## config.mk

```make
export PLATFORM = sky130hd
export DESIGN_NAME = booth_mult_seq
export DESIGN_NICKNAME = d
export VERILOG_FILES = /design/src/rtl/booth_mult_seq.sv
export SDC_FILE = /design/constraint.sdc
export NUM_CORES = 1
export LEC_CHECK = 0
export ABC_AREA = 1
export ABC_CLOCK_PERIOD_IN_PS = 6200
export CAP_MARGIN = 15
export CORE_MARGIN = 1.5
export CORE_UTILIZATION = 50
export CTS_CLUSTER_SIZE = 24
export DETAILED_ROUTE_END_ITERATION = 6
export PLACE_DENSITY = 0.73
export SLEW_MARGIN = 10
export SYNTH_ARGS = -nofsm -noshare
export SYNTH_HDL_FRONTEND = slang
export SYNTH_SLANG_ARGS = --single-unit
export TNS_END_PERCENT = 5
```

## constraint.sdc

```tcl
create_clock -name clk -period 6.2 [get_ports clk]
set_clock_uncertainty 0.05 [all_clocks]
set_input_delay 0.62 -clock clk [delete_from_list [all_inputs] [get_ports clk]]
set_output_delay 0.62 -clock clk [all_outputs]
set_load 0.01 [all_outputs]
```

## src/rtl/booth_mult_seq.sv

```systemverilog
// booth_mult_seq: sequential radix-2 Booth multiplier with signed/unsigned mode and start/busy/done handshake
module booth_mult_seq #(
    parameter int WIDTH = 8,
    parameter int CNT_W = $clog2(WIDTH + 2)
) (
    input  logic               clk,
    input  logic               reset,
    input  logic               start,
    input  logic               signedMode,
    input  logic [WIDTH-1:0]   multiplicand,
    input  logic [WIDTH-1:0]   multiplier,
    output logic [2*WIDTH-1:0] product,
    output logic               busy,
    output logic               done
);
    localparam int E = WIDTH + 1;
    typedef enum logic [1:0] {IDLE, ADDSUB, SHIFT, DONE} stateT;
    stateT            state;
    logic [E-1:0]     a;
    logic [E-1:0]     m;
    logic [E-1:0]     q;
    logic             qm1;
    logic [CNT_W-1:0] count;
    // Controller and A/M/Q datapath; one extra operand bit makes unsigned operands exact
    always_ff @(posedge clk or negedge reset) begin
        if (!reset) begin
            state   <= IDLE;
            a       <= '0;
            m       <= '0;
            q       <= '0;
            qm1     <= 1'b0;
            count   <= '0;
            product <= '0;
            busy    <= 1'b0;
            done    <= 1'b0;
        end else begin
            case (state)
                IDLE: begin
                    done <= 1'b0;
                    if (start) begin
                        m     <= {signedMode & multiplicand[WIDTH-1], multiplicand};
                        q     <= {signedMode & multiplier[WIDTH-1], multiplier};
                        a     <= '0;
                        qm1   <= 1'b0;
                        count <= CNT_W'(E);
                        busy  <= 1'b1;
                        state <= ADDSUB;
                    end
                end
                ADDSUB: begin
                    a     <= (q[0] & ~qm1) ? a - m : (~q[0] & qm1) ? a + m : a;
                    state <= SHIFT;
                end
                SHIFT: begin
                    a     <= {a[E-1], a[E-1:1]};
                    q     <= {a[0], q[E-1:1]};
                    qm1   <= q[0];
                    count <= count - CNT_W'(1);
                    if (count == CNT_W'(1)) begin
                        product <= {a[WIDTH-1:0], q[WIDTH:1]};
                        done    <= 1'b1;
                        state   <= DONE;
                    end else begin
                        state <= ADDSUB;
                    end
                end
                DONE: begin
                    done  <= 1'b0;
                    busy  <= 1'b0;
                    state <= IDLE;
                end
                default: begin
                    done  <= 1'b0;
                    busy  <= 1'b0;
                    state <= IDLE;
                end
            endcase
        end
    end
endmodule

```

==> results of run 1 <==
-- cell usage in the layout, fill, tap and decap left out, drive strengths merged, types with 2 or more instances in the layout --
| cell type | synthesis | layout |
|---|---|---|
| ha | 16 | 16 |
| nand3 | 16 | 16 |
| o22ai | 7 | 7 |
| clkbuf | 1 | 7 |
| xor2 | 8 | 8 |
| a22oi | 2 | 2 |
| o211ai | 7 | 7 |
| buf | 9 | 2 |
| nand2 | 110 | 110 |
| a21oi | 10 | 10 |
| inv | 58 | 58 |
| nor2 | 12 | 12 |
| dfrtp | 52 | 52 |
| nand4 | 2 | 2 |
| o21ai | 41 | 41 |
| nor3 | 2 | 2 |
| clkdlybuf4s50 | 0 | 36 |
-- through the flow --
stage          instances  area [um^2]
2_1_floorplan        360         2919
3_3_place_gp         460         3314
3_5_place_dp         460         3314
4_1_cts              468         3400
5_1_grt              468         3400
6_report             468         3400
-- area by class of cell --
| cell class | instances | area (um^2) | share of cell area [%] |
|---|---|---|---|
| clock inverter | 1 | 8.758 | 0.2576 |
| sequential | 52 | 1301 | 38.28 |
| timing repair buffer | 38 | 372.9 | 10.97 |
| clock buffer | 7 | 76.32 | 2.245 |
| multi-input combinational | 240 | 1333 | 39.20 |
| tap | 72 | 90.09 | 2.650 |
| inverter | 58 | 217.7 | 6.404 |
-- sequential cells by signal (all words and copies together) (netlist names) --
signal / flops
done: 1
qm1: 1
busy: 1
m: 9
product: 16
a: 9
q: 9
count: 4
state: 2
-- worst max path at each step --
stage / from / to / slack [ns] / cells past startpoint
2_1_floorplan: q[0]$_DFFE_PN0P_ / a[7]$_DFFE_PN0P_ / 4.11 / 15
3_3_place_gp: state[0]$_DFFE_PN0N_ / done$_DFFE_PN0P_ / 3.36 / 5
3_5_place_dp: state[0]$_DFFE_PN0N_ / done$_DFFE_PN0P_ / 3.24 / 5
4_1_cts: state[0]$_DFFE_PN0N_ / done$_DFFE_PN0P_ / 3.22 / 5
5_1_grt: state[0]$_DFFE_PN0N_ / done$_DFFE_PN0P_ / 3.00 / 5
6_report: state[0]$_DFFE_PN0N_ / done$_DFFE_PN0P_ / 3.24 / 5
-- critical path, stage by stage (launching register included) --
cell     delay [ns]
dfrtp_1        0.41
inv_1          0.13
ha_1           0.81
nand4_2        0.78
o21ai_1        0.32
mux2_1         0.35
-- per-layer routing --
| layer | track usage [%] | up-vias |
|---|---|---|
| li1 | - | 1218 |
| met1 | 27.70 | 1063 |
| met2 | 32.65 | 48 |
| met3 | 3.543 | 4 |
| met4 | 4.737 | 0 |
| met5 | 0 | - |
-- kinds of logic (layout without fill, tap and decap cells) --
kind of cell,after synthesis,count (layout),synth area share (%)
xor gates and xnor gates,9,9,2.701
muxes,1,1,0.3857
AOI/OAI and AO/OA,69,69,14.27
and+or+nand+nor,144,144,20.75
DFF,52,52,44.58
buffers and inverters,68,104,9.773
adders and majority gates,17,17,7.544
-- power by group through the flow --
stage | Sequential, mW | Clock [mW] | Combinational, mW
after floorplan | 0.576 | 0 | 0.855
after global placement | 0.567 | 0 | 1.11
after detailed placement | 0.571 | 0 | 1.14
after CTS | 0.564 | 0.194 | 1.14
after global routing | 0.583 | 0.207 | 1.31
final | 0.564 | 0.187 | 1.14
-- synthesized netlist by cell type, types with 2 or more instances --
master and n:
nor3_1 2, nor2_1 10, o22ai_2 2, a21oi_1 9, o21ai_0 12, o22ai_1 5, ha_1 16, buf_4 5
inv_1 46, inv_2 12, buf_2 3, o211ai_1 7, o21ai_1 28, nand3_1 16, nor2_4 2, dfrtp_1 52
xor2_1 8, a22oi_1 2, nand2_1 108
==> results_dict.tcl, run 1 <==
set metrics [dict create \
    rrSetupSlack_ns 3.24 \
    drtIter0Drc 150 \
    num_vias 2333 \
    area_delta_synth_final_pct 16.46 \
    p_per_area_nw_per_um2 556.1 \
    io_pins 38 \
    power_mw 1.890 \
    pwr-share-seq_pct 29.8 \
    synth-async-reset-ratio_pct 100.0 \
    max_freq_mhz 337.6 \
    switchingPower_mw 0.8794 \
    end_kind "flip-flop" \
    hold_ws_ns 0.3656 \
    drv_slew 0 \
    num_rows 27 \
    via_per_inst 4.985 \
    rsz0062_at_grt "no" \
    tritoncts "done" \
    yosysSeqAreaShare_pct 44.58 \
    wl_per_cell_um 12.04 \
    ys_warn_count 0 \
    yosysTopAreaCell "dfrtp_1" \
    setup_slack_ns 3.238 \
    overflow 0 \
    pre_cts_ws_ns 3.240 \
    synth_cells 360 \
    grt_util_all_layers_pct 19.98 \
    hold_path.class "in -> async" \
    power.leakage_nw 1.690 \
    mappedNetlistNets 397 \
    p_int_mw 1.011 \
    yosys.area.top_type_share_pct 44.58 \
    yosysUniqueCellTypes 34 \
    timing.rr.start "state[0]$_DFFE_PN0N_" \
    maxCapViolCount 0 \
    drt_wl_total_mm 5.635 \
    setup_tns_ns 0 \
    setup_viol 0 \
    cts_resized 0 \
    cts_max_level 2 \
    rr_worst_depth 5 \
    min_period_over_period_pct 47.78 \
    port_buffers 37 \
    grt_max_degree 53 \
    clock_power_share_pct 9.9 \
    antenna_cells 0 \
    ys_ff_latch 52 \
    clk_pin_slew_worst_paths_ns 0.09 \
    dieHeight_um 79.41 \
    vdd_drop_max_v 0.0003033 \
    cts_root_buffer "clkbuf_8" \
    die_area_um2 6305 \
    gp_congestion 0.8096 \
    p_comb_share_pct 60.3 \
    min_period_ns 2.962 \
    yosys_most_used_dff "dfrtp_1" \
    worstPathMaxFanout 31 \
    dr_wl_met3_um 227 \
    outcome "complete, no violations" \
    critical_path_class "reg -> reg" \
    routed.top_layer "met4" \
    post-cts-setup-buffer-count 0 \
    drive_gt1_share_pct 7.323 \
    grt_antenna_before_repair 0 \
    ctsHoldBuffers 0 \
    final_util_pct 60.99 \
    syn_area_um2 2919 \
    postSynthAreaPerCell_um2 8.108 \
    dp_hpwl_mm 4.222 \
    grt_pass1_wl_mm 9.867 \
    detail_route.first_pass.iterations 4 \
    netSwitchingFraction_pct 46.52 \
    cts_sinks 52 \
    cts_buffers 5 \
    insertion_delay_ns 0.30 \
    cp-start-kind "flip-flop" \
    met2_length_mm 2.604 \
    synth_edf_count 0 \
    die_x_um 79.41 \
    antenna_left 0 \
    synthTopCellsByArea "dfrtp_1 (45%), nand2_1 (14%), ha_1 (6.9%), inv_1 (5.9%), o21ai_1 (4.8%)" \
    drc 0 \
    critPathArrivalTime_ns 3.10 \
    met1_length_mm 2.769 \
    hold_violations 0 \
    fillCellCount 500 \
    nets 432 \
    r2r-end "done$_DFFE_PN0P_" \
    worstPathRequired_ns 6.34 \
    worst_pin_slew_ns 0.9580 \
    grt_pass1_vias 2139 \
    start_util_pct 52.37 \
    cts.path.max_buffers 2 \
    max_slew_margin_pct 36.13 \
    coreArea_um2 5574 \
]
(Power assumes the default switching activity.)
==> inputs of run 2 (changes only) <==
--- a/config.mk
+++ b/config.mk
@@ -6,13 +6,13 @@
 export NUM_CORES = 1
 export LEC_CHECK = 0
 export ABC_AREA = 1
-export ABC_CLOCK_PERIOD_IN_PS = 6200
+export ABC_CLOCK_PERIOD_IN_PS = 2400
 export CAP_MARGIN = 15
 export CORE_MARGIN = 1.5
 export CORE_UTILIZATION = 50
 export CTS_CLUSTER_SIZE = 24
 export DETAILED_ROUTE_END_ITERATION = 6
-export PLACE_DENSITY = 0.73
+export PLACE_DENSITY = 0.76
 export SLEW_MARGIN = 10
 export SYNTH_ARGS = -nofsm -noshare
 export SYNTH_HDL_FRONTEND = slang
==> constraint.sdc (replaced) <==
create_clock -name clk -period 2.4 [get_ports clk]
set_clock_uncertainty 0.05 [all_clocks]
set_input_delay 0.24 -clock clk [delete_from_list [all_inputs] [get_ports clk]]
set_output_delay 0.24 -clock clk [all_outputs]
set_load 0.01 [all_outputs]
==> run 2 against run 1 <==
Effect of this change: the run now ends with negative hold slack left; setup slack got worse by 3.0 ns; sequential cell count is the same; core utilization increased by 2.4 points; maximum frequency rose by 36%; critical path depth rose by 11; critical path type unchanged; largest power group unchanged.
==> results_dict.tcl, run 2 (same netlist as run 1, synthesis figures left out) <==
set metrics [dict create \
    outcome "finished, violations left" \
    failed_checks "negative hold slack" \
    die_x_um 79.41 \
    hold_path.class "in -> async" \
    num_vias 2375 \
    rr_worst_depth 16 \
    nets 436 \
    regArea_um2 1301 \
    min_period_ns 2.171 \
    setup_tns_ns 0 \
    final_common_cell "nand2_1" \
    crit_buf_inv 3 \
    overflow 0 \
    vdd_drop_max_v 0.0007209 \
    path_cells "inv_1 -> ha_1 -> nand3_1 -> nand2_2 -> xor2_1 -> inv_1 -> ha_4 -> nand2_1 -> inv_2 -> nand3_1 -> nand3_1 -> nand2_1 -> nand3_1 -> nand2_1 -> nand2_1 -> nand2_1" \
    worstPathRequired_ns 2.56 \
    hold_ws_ns -0.02187 \
    r2r-end "a[6]$_DFFE_PN0P_" \
    area_delta_synth_final_pct 21.09 \
    grt_util_all_layers_pct 20.76 \
    final_cell_mix "nand2_1 (107), dfrtp_1 (52), inv_1 (46), clkdlybuf4s50_1 (36), o21ai_1 (29)" \
    ctsHoldBuffers 0 \
    maxCapViolCount 0 \
    grt_max_degree 53 \
    cts_resized 0 \
    crit_family "simple AND/OR/NAND/NOR gates" \
    worst_pin_slew_ns 0.6326 \
    setup_viol 0 \
    io_pins 38 \
    min_period_over_period_pct 90.44 \
    coreArea_um2 5574 \
    critPathArrivalTime_ns 2.33 \
    timing.rr.start "m[0]$_DFFE_PN0P_" \
    clk_pin_slew_worst_paths_ns 0.10 \
    dieHeight_um 79.41 \
    end_kind "flip-flop" \
    cts_root_buffer "clkbuf_8" \
    crit_path_max_incr_delay_ns 0.40 \
    cts_buffers 5 \
    drtIter0Drc 198 \
    grt_pass1_vias 2236 \
    hold_violations 52 \
    rrSetupSlack_ns 0.23 \
    start_util_pct 52.37 \
    gp_congestion 0.8580 \
    top_register "product" \
    placed_cells 464 \
    p_per_area_nw_per_um2 1504 \
    tritoncts "done" \
    max_slew_margin_pct 57.82 \
    die_area_um2 6305 \
    dp_hpwl_mm 4.357 \
    multi_input_area_um2 1385 \
    max_freq_mhz 460.7 \
    antenna_cells 0 \
    drt_wl_total_mm 5.835 \
    worstPathMaxFanout 5 \
    num_rows 27 \
    drv_slew 0 \
    cts_max_level 2 \
    cts.path.max_buffers 2 \
    stdcell_count 472 \
    via_per_inst 5.032 \
    power.leakage_nw 1.737 \
    drive_gt1_share_pct 10.50 \
    drc 0 \
    cp-start-kind "flip-flop" \
    insertion_delay_ns 0.31 \
    cp_slowest_cell "dfrtp_1" \
    cts_sinks 52 \
    largest_reg_flops 16 \
    cp_common_cell "nand2_1" \
    wl_per_cell_um 12.36 \
    antenna_left 0 \
    grt_antenna_before_repair 0 \
    post-cts-setup-buffer-count 0 \
    fillCellCount 490 \
    critical_path_class "reg -> reg" \
    grt_pass1_wl_mm 10.16 \
    detail_route.first_pass.iterations 4 \
    port_buffers 37 \
]
run 2: cell types whose count changed in the layout (fill, tap and decap cells not counted), sizes merged:
cell | previous run | this run
clkbuf | 7 | 5
buf | 2 | 6
inv | 58 | 59
bufinv | 0 | 2
clkinv | 1 | 0
run 2: how the worst max path moves through the flow:
stage | from | end | cells after the start
2_1_floorplan | q[0]$_DFFE_PN0P_ | a[7]$_DFFE_PN0P_ | 15
3_3_place_gp | qm1$_DFFE_PN0P_ | a[7]$_DFFE_PN0P_ | 16
3_5_place_dp | qm1$_DFFE_PN0P_ | a[7]$_DFFE_PN0P_ | 16
4_1_cts | qm1$_DFFE_PN0P_ | a[7]$_DFFE_PN0P_ | 16
5_1_grt | m[0]$_DFFE_PN0P_ | a[7]$_DFFE_PN0P_ | 15
6_report | m[0]$_DFFE_PN0P_ | a[6]$_DFFE_PN0P_ | 16
run 2: area by class of cell:
cell class                 instances  share of cell area, %
clock buffer                       5                  1.947
clock inverter                     3                  1.947
inverter                          58                  6.159
multi-input combinational        240                  39.19
sequential                        52                  36.81
tap                               72                  2.549
timing repair buffer              42                  11.40
run 2: metal layers:
| layer | global-route usage [%] | share of wire (%) | up-vias |
|---|---|---|---|
| met2 | 33.25 | 46 | 50 |
| met5 | 0 | 0 | - |
| met3 | 3.429 | 3.7 | 8 |
| met1 | 28.49 | 49 | 1089 |
| met4 | 7.368 | 1.6 | 0 |
| li1 | - | - | 1228 |
run 2: per-stage QoR:
stage	power, mW	utilization, %	setup WS [ns]	instance area, um^2	hold WS [ns]
after detailed placement	4.451	60.00	0.08980	3344	0.3504
after global placement	4.355	60.00	0.1896	3344	0.3414
after CTS	5.192	62.47	0.06632	3482	0.003046
after global routing	5.860	63.41	-0.01669	3535	0.02850
final	5.317	63.41	0.2294	3535	-0.02187
after floorplan	3.697	-	0.3056	2919	-0.1056
run 2: power by group:
part	internal, mW	switching [mW]
Combinational	1.27	1.86
Clock	0.420	0.300
Sequential	1.25	0.215
run 2: worst register-to-register path, stage by stage (launching register included):
cell,delay [ns]
dfrtp_1,0.40
inv_1,0.10
ha_1,0.17
nand3_1,0.09
nand2_2,0.10
xor2_1,0.17
inv_1,0.09
ha_4,0.29
nand2_1,0.08
inv_2,0.06
nand3_1,0.10
nand3_1,0.08
nand2_1,0.05
nand3_1,0.08
nand2_1,0.06
nand2_1,0.06
nand2_1,0.05
